**config.mk**
```make
export PLATFORM = sky130hd
export DESIGN_NAME = perf_run_ctrl
export DESIGN_NICKNAME = d
export VERILOG_FILES = /design/src/rtl/perf_run_ctrl.sv
export SDC_FILE = /design/constraint.sdc
export NUM_CORES = 1
export LEC_CHECK = 0
export BUFFER_PORTS_ARGS = -buffer_cell sky130_fd_sc_hd__buf_2
export CAP_MARGIN = 30
export CORE_MARGIN = 2
export CORE_UTILIZATION = 55
export DETAILED_ROUTE_END_ITERATION = 10
export PLACE_DENSITY = 0.76
export SYNTH_ARGS = -nofsm -noshare
export SYNTH_HDL_FRONTEND = slang
export SYNTH_SLANG_ARGS = --single-unit
```
**constraint.sdc**
```tcl
create_clock -name clk -period 3.02 [get_ports clk]
set_input_delay 0.302 -clock clk [delete_from_list [all_inputs] [get_ports clk]]
set_output_delay 0.302 -clock clk [all_outputs]
set_load 0.03 [all_outputs]
```
**src/rtl/perf_run_ctrl.sv**
```systemverilog
// ============================================================================
// Module   : perf_run_ctrl
// Purpose  : Run sequencing, halt drain, cycle-budget watchdog and
//            performance counters (cycles / retired / bubbles) with readback.
// Revision : 1.0 - initial release
// ============================================================================
`default_nettype none

module perf_run_ctrl #(
    parameter int CYCLE_W      = 32,
    parameter int MAX_CYCLES   = 100000,
    parameter int DRAIN_CYCLES = 4
) (
    input  logic               clk,
    input  logic               rst_n,
    input  logic               start,
    input  logic               isHalt,
    input  logic               W_v,
    output logic               run,
    output logic               done,
    output logic               timeout,
    output logic [CYCLE_W-1:0] cycle,
    input  logic [1:0]         rd_sel,
    output logic [CYCLE_W-1:0] rd_data
);

    localparam int DW = (DRAIN_CYCLES > 1) ? $clog2(DRAIN_CYCLES) : 1;
    localparam logic [CYCLE_W-1:0] c_last_cycle = CYCLE_W'(MAX_CYCLES - 1);
    localparam logic [DW-1:0]      c_drain_load = DW'(DRAIN_CYCLES - 1);

    typedef enum logic [2:0] {
        S_IDLE    = 3'd0,
        S_RUN     = 3'd1,
        S_DRAIN   = 3'd2,
        S_DONE    = 3'd3,
        S_TIMEOUT = 3'd4
    } state_t;

    state_t             r_state;
    state_t             w_state_nxt;
    logic [CYCLE_W-1:0] r_cyc_cnt;
    logic [CYCLE_W-1:0] r_ins_cnt;
    logic [CYCLE_W-1:0] r_bub_cnt;
    logic [DW-1:0]      r_drain_cnt;
    logic               r_run;
    logic               r_done;
    logic               r_timeout;
    logic               w_clear;

    function automatic logic [CYCLE_W-1:0] f_sat_inc(input logic [CYCLE_W-1:0] v,
                                                     input logic               en);
        return (en && (v != '1)) ? v + CYCLE_W'(1) : v;
    endfunction

    // start only matters in the resting states; it is dropped in RUN and DRAIN
    assign w_clear = start && ((r_state == S_IDLE) || (r_state == S_DONE) ||
                               (r_state == S_TIMEOUT));

    always_ff @(posedge clk or negedge rst_n) begin
        if (!rst_n) begin
            r_state <= S_IDLE;
        end else begin
            r_state <= w_state_nxt;
        end
    end

    always_comb begin
        w_state_nxt = r_state;
        case (r_state)
            S_IDLE:    if (start) w_state_nxt = S_RUN;
            S_RUN: begin
                if (isHalt)                         w_state_nxt = S_DRAIN;
                else if (r_cyc_cnt == c_last_cycle) w_state_nxt = S_TIMEOUT;
            end
            S_DRAIN:   if (r_drain_cnt == '0) w_state_nxt = S_DONE;
            S_DONE:    if (start) w_state_nxt = S_RUN;
            S_TIMEOUT: if (start) w_state_nxt = S_RUN;
            default:   w_state_nxt = S_IDLE;
        endcase
    end

    always_ff @(posedge clk or negedge rst_n) begin
        if (!rst_n) begin
            r_cyc_cnt   <= '0;
            r_ins_cnt   <= '0;
            r_bub_cnt   <= '0;
            r_drain_cnt <= '0;
        end else if (w_clear) begin
            r_cyc_cnt   <= '0;
            r_ins_cnt   <= '0;
            r_bub_cnt   <= '0;
            r_drain_cnt <= '0;
        end else if (r_state == S_RUN) begin
            r_cyc_cnt <= f_sat_inc(r_cyc_cnt, 1'b1);
            r_ins_cnt <= f_sat_inc(r_ins_cnt, W_v);
            r_bub_cnt <= f_sat_inc(r_bub_cnt, !W_v);
            if (isHalt) r_drain_cnt <= c_drain_load;
        end else if (r_state == S_DRAIN) begin
            // late retirements still count, but cycles and bubbles are closed
            r_ins_cnt <= f_sat_inc(r_ins_cnt, W_v);
            if (r_drain_cnt != '0) r_drain_cnt <= r_drain_cnt - DW'(1);
        end
    end

    // Status flags follow the state one cycle later; no input-to-output path
    always_ff @(posedge clk or negedge rst_n) begin
        if (!rst_n) begin
            r_run     <= 1'b0;
            r_done    <= 1'b0;
            r_timeout <= 1'b0;
        end else begin
            r_run     <= (r_state == S_RUN);
            r_done    <= (r_state == S_DONE) || (r_state == S_TIMEOUT);
            r_timeout <= (r_state == S_TIMEOUT);
        end
    end

    assign run     = r_run;
    assign done    = r_done;
    assign timeout = r_timeout;
    assign cycle   = r_cyc_cnt;

    always_comb begin
        rd_data = '0;
        case (rd_sel)
            2'd0:    rd_data = r_cyc_cnt;
            2'd1:    rd_data = r_ins_cnt;
            2'd2:    rd_data = r_bub_cnt;
            default: rd_data = CYCLE_W'({r_timeout, r_done, r_state});
        endcase
    end

endmodule

`default_nettype wire

```
==> flow_metrics.tcl <==
set metrics [dict create \
    outcome "completed" \
    setup_repair_after_global_routing_missed_its_margin "no" \
    min-delay-path-class "in2async" \
    timing.critical_path.arrival_ns 2.86 \
    clk_latency_ns 0.36 \
    final_period_minus_worst_setup_slack_ns 2.573 \
    design.die.area_sq_um 12730 \
    cp_slowest_cell "sky130_fd_sc_hd__a31o_2" \
    port-buffer-count 73 \
    achievable-frequency_ghz 0.3887 \
    finalHoldViolCount 0 \
    cts_resized 0 \
    cts_setup_buffers 0 \
    cts.hold.buffers_added 0 \
    grt_most_used_layer "met2" \
    postSynth.asyncResetShare_pct 100.0 \
    synth.yosys.seq_area_share_pct 39.95 \
    h-tree-depth 3 \
    cellInternalPower_w 0.002408 \
    detailedRoute.firstPassIterationCount 5 \
    pin_count_of_the_biggest_net_entering_global_routing 57 \
    synth_edf_count 0 \
    grt_antenna_before_repair 0 \
    critPathMaxStageDelay_ns 0.65 \
    number_of_global_route_vias_before_repair 5964 \
    worstPathCellList "ha_1 > nand4_1 > nor4_4 > a31o_2 > o21ai_0 > a21oi_1" \
    power_switching_w 0.001497 \
    use_met2_pct 50.90 \
    cts_buffers 9 \
    timing.critical_path.max_delay_family "compound AO/OA/AOI/OAI gates" \
    floorplan.die.height_microns 112.8 \
    routed_wirelength_mm 19.57 \
    worst-slew-pin-transition_ns 0.7969 \
    power.switching_fraction_pct 38.34 \
    worst-path-buf-inv 0 \
    clk_root_buffer_cell "sky130_fd_sc_hd__clkbuf_16" \
    syn_to_final_growth_pct 12.04 \
    drv.max_cap_violation_count 0 \
    report.final.setup_viol 0 \
    critical_path_class "reg2reg" \
    combinational_group_share_of_total_power_pct 28.3 \
    yosys_most_used_dff "sky130_fd_sc_hd__dfrtp_1" \
    ys.warnings.count 0 \
    die-width_microns 112.8 \
    finalInstanceArea_sq_um 7300 \
    rows 39 \
    final_cycle_utilization_of_the_critical_path_pct 85.19 \
    syn-cell-area_sq_um 6515 \
    grt_overflow_total 0 \
    drt_iter0_drc 749 \
    syn-num-nets 752 \
    startpoint_type "flip-flop" \
    clock_power_share_pct 29.8 \
    cts_tree "built" \
    final_nets 809 \
    ant_nets 0 \
    clock_skew_ns 0.01077 \
    syn_area_per_cell_sq_um 8.792 \
    worst_hold_slack_ns 0.02555 \
    drive_above_1_share_pct 15.57 \
    slew_headroom_pct 46.87 \
    clkTransAtPathRegs_ns 0.07 \
    tns_ns 0 \
    place_congestion 0.9332 \
    peakVddDrop_uv 383.6 \
    global_route.usage.met3_pct 5.463 \
    final-max-slew-violation-count 0 \
    critical_path_required_ns 3.30 \
    power_density_over_the_cells_nw_per_um2 535.0 \
    floorplan.io_pins 74 \
    via_count 6513 \
    hpwl_mm 14.11 \
    globalRouteTotalUtil_pct 31.34 \
    fill_cells 973 \
    drt-vias-per-instance 6.885 \
    standard_cell_area_after_detailed_placement_sq_um 7007 \
    power.share.sequential_pct 41.9 \
    grt_first_pass_wirelength_mm 31.62 \
    n_antenna_cell 0 \
    cts.sinks 104 \
    worst_setup_path_end_kind "flip-flop" \
    cp_max_fo 37 \
    cts_buffer_depth 2 \
    synth_cell_types 53 \
    wl_per_cell_microns 20.69 \
    p_leak_nw 3.080 \
    netlist_instances 741 \
    post-route-drc-count 0 \
    initial_utilization_pct 56.81 \
    groute.layer.met1.usage_pct 43.90 \
    synth.ff_latch_count 104 \
    core_sq_um 11470 \
]
-- power by group through the flow --
| stage | clock (W) | sequential, W | combinational [W] |
|---|---|---|---|
| after floorplan | 0 | 0.00165 | 0.000773 |
| after global placement | 0 | 0.00165 | 0.00106 |
| after detailed placement | 0 | 0.00166 | 0.00109 |
| after CTS | 0.00118 | 0.00163 | 0.00110 |
| after global routing | 0.00123 | 0.00165 | 0.00120 |
| final | 0.00116 | 0.00164 | 0.00110 |
-- cells in the mapped netlist, types with 27 or more instances --
library cell | count | area [sq um]
sky130_fd_sc_hd__nor2_1 | 27 | 101.4
sky130_fd_sc_hd__nand3_1 | 45 | 225.2
sky130_fd_sc_hd__nand2_1 | 90 | 337.8
sky130_fd_sc_hd__o21ai_0 | 57 | 285.3
sky130_fd_sc_hd__o31ai_1 | 28 | 210.2
sky130_fd_sc_hd__a21oi_1 | 60 | 300.3
sky130_fd_sc_hd__dfrtp_1 | 104 | 2603
sky130_fd_sc_hd__or3_1 | 28 | 175.2
sky130_fd_sc_hd__mux2i_1 | 39 | 390.4
sky130_fd_sc_hd__or4_1 | 39 | 292.8
sky130_fd_sc_hd__nand4_1 | 40 | 250.2
sky130_fd_sc_hd__clkbuf_1 | 27 | 101.4
-- state kept, by name (all words and copies together) (netlist names) --
| register | flops |
|---|---|
| cycle | 32 |
| done | 1 |
| r_bub_cnt | 32 |
| r_drain_cnt | 2 |
| r_ins_cnt | 32 |
| r_state | 3 |
| run | 1 |
| timeout | 1 |
-- placed cells by master (no fill, tap or decap), drive strengths merged, types with 2 or more instances in the layout --
master  synthesis  final
ha              4      4
nand2b          2      2
nand3          46     46
o31a            2      2
nor2b           2      2
or4            39     39
a21oi          60     60
o21a            4      4
o41ai           3      3
o31ai          28     28
or3            28     28
nand4          40     40
clkinv          0      2
buf            16     90
mux2i          39     39
clkbuf         28     12
and3           10     10
and2            3      3
and4           10     10
xor2            4      4
nor4           20     20
nor4b           2      2
nor3           16     16
inv            10     11
a211oi          2      2
a31oi           2      2
or2             3      3
mux4            5      5
nand2          90     90
xnor2          10     10
o211ai         12     12
dfrtp         104    104
o21ai          58     58
o311ai          2      2
nor2           27     27
-- cells by family after synthesis --
kind of cell             synth area share [%]
flip-flops                              39.95
AND/OR/NAND/NOR                         29.56
buffers and inverters                   3.649
adder cells (fa/ha/maj)                0.7682
XOR/XNOR                                1.882
AO/OA/AOI/OAI                           16.48
multiplexers                            7.720
-- worst register-to-register path, delay by kind of cell (launching register included) --
kind | cells | cell delay, ns
compound gates | 3 | 1.02
simple gates | 2 | 0.73
flops | 1 | 0.49
fa+ha+maj | 1 | 0.26
-- path summary, 6_finish.rpt --
kind / from / to / slack, ns / depth (start not counted)
max: cycle[0] / cycle[20] / 0.45 / 6
min: rst_n / r_ins_cnt[8] / 0.03 / 1
max reg2reg: cycle[0] / cycle[20] / 0.45 / 6
min reg2reg: r_drain_cnt[0] / r_drain_cnt[0] / 0.49 / 1
max in group asynchronous: rst_n / r_state[2] / 2.26 / 2
min in group clk: isHalt / r_drain_cnt[1] / 0.25 / 3
-- metal layers --
layer / vias to the layer above / share of wire (%)
met2: 317 / 48
met3: 31 / 7.9
met1: 3215 / 42
li1: 2950 / -
met4: 0 / 1.9
met5: - / 0
-- stage by stage --
stage               std cells  setup slack, ns  power [W]  utilization [%]
finish                    946           0.4474   0.003905            63.66
global route              946           0.2005   0.004083            63.66
CTS                       946           0.4956   0.003905            63.66
detailed placement        930           0.5339   0.002750            61.10
global placement          930           0.6147   0.002707            61.10
floorplan                 741           0.6719   0.002426                -
-- cell type report --
class / instances / area, sq um / share of cell area (%)
flip-flops and latches: 104 / 2603 / 35.65
clock buffers: 12 / 266.5 / 3.651
clock inverters: 4 / 26.28 / 0.3600
well taps: 143 / 178.9 / 2.451
repair buffers: 90 / 508.0 / 6.959
multi-input cells: 583 / 3680 / 50.41
inverters: 10 / 37.54 / 0.5142
Power figures use the tool's default switching activity.
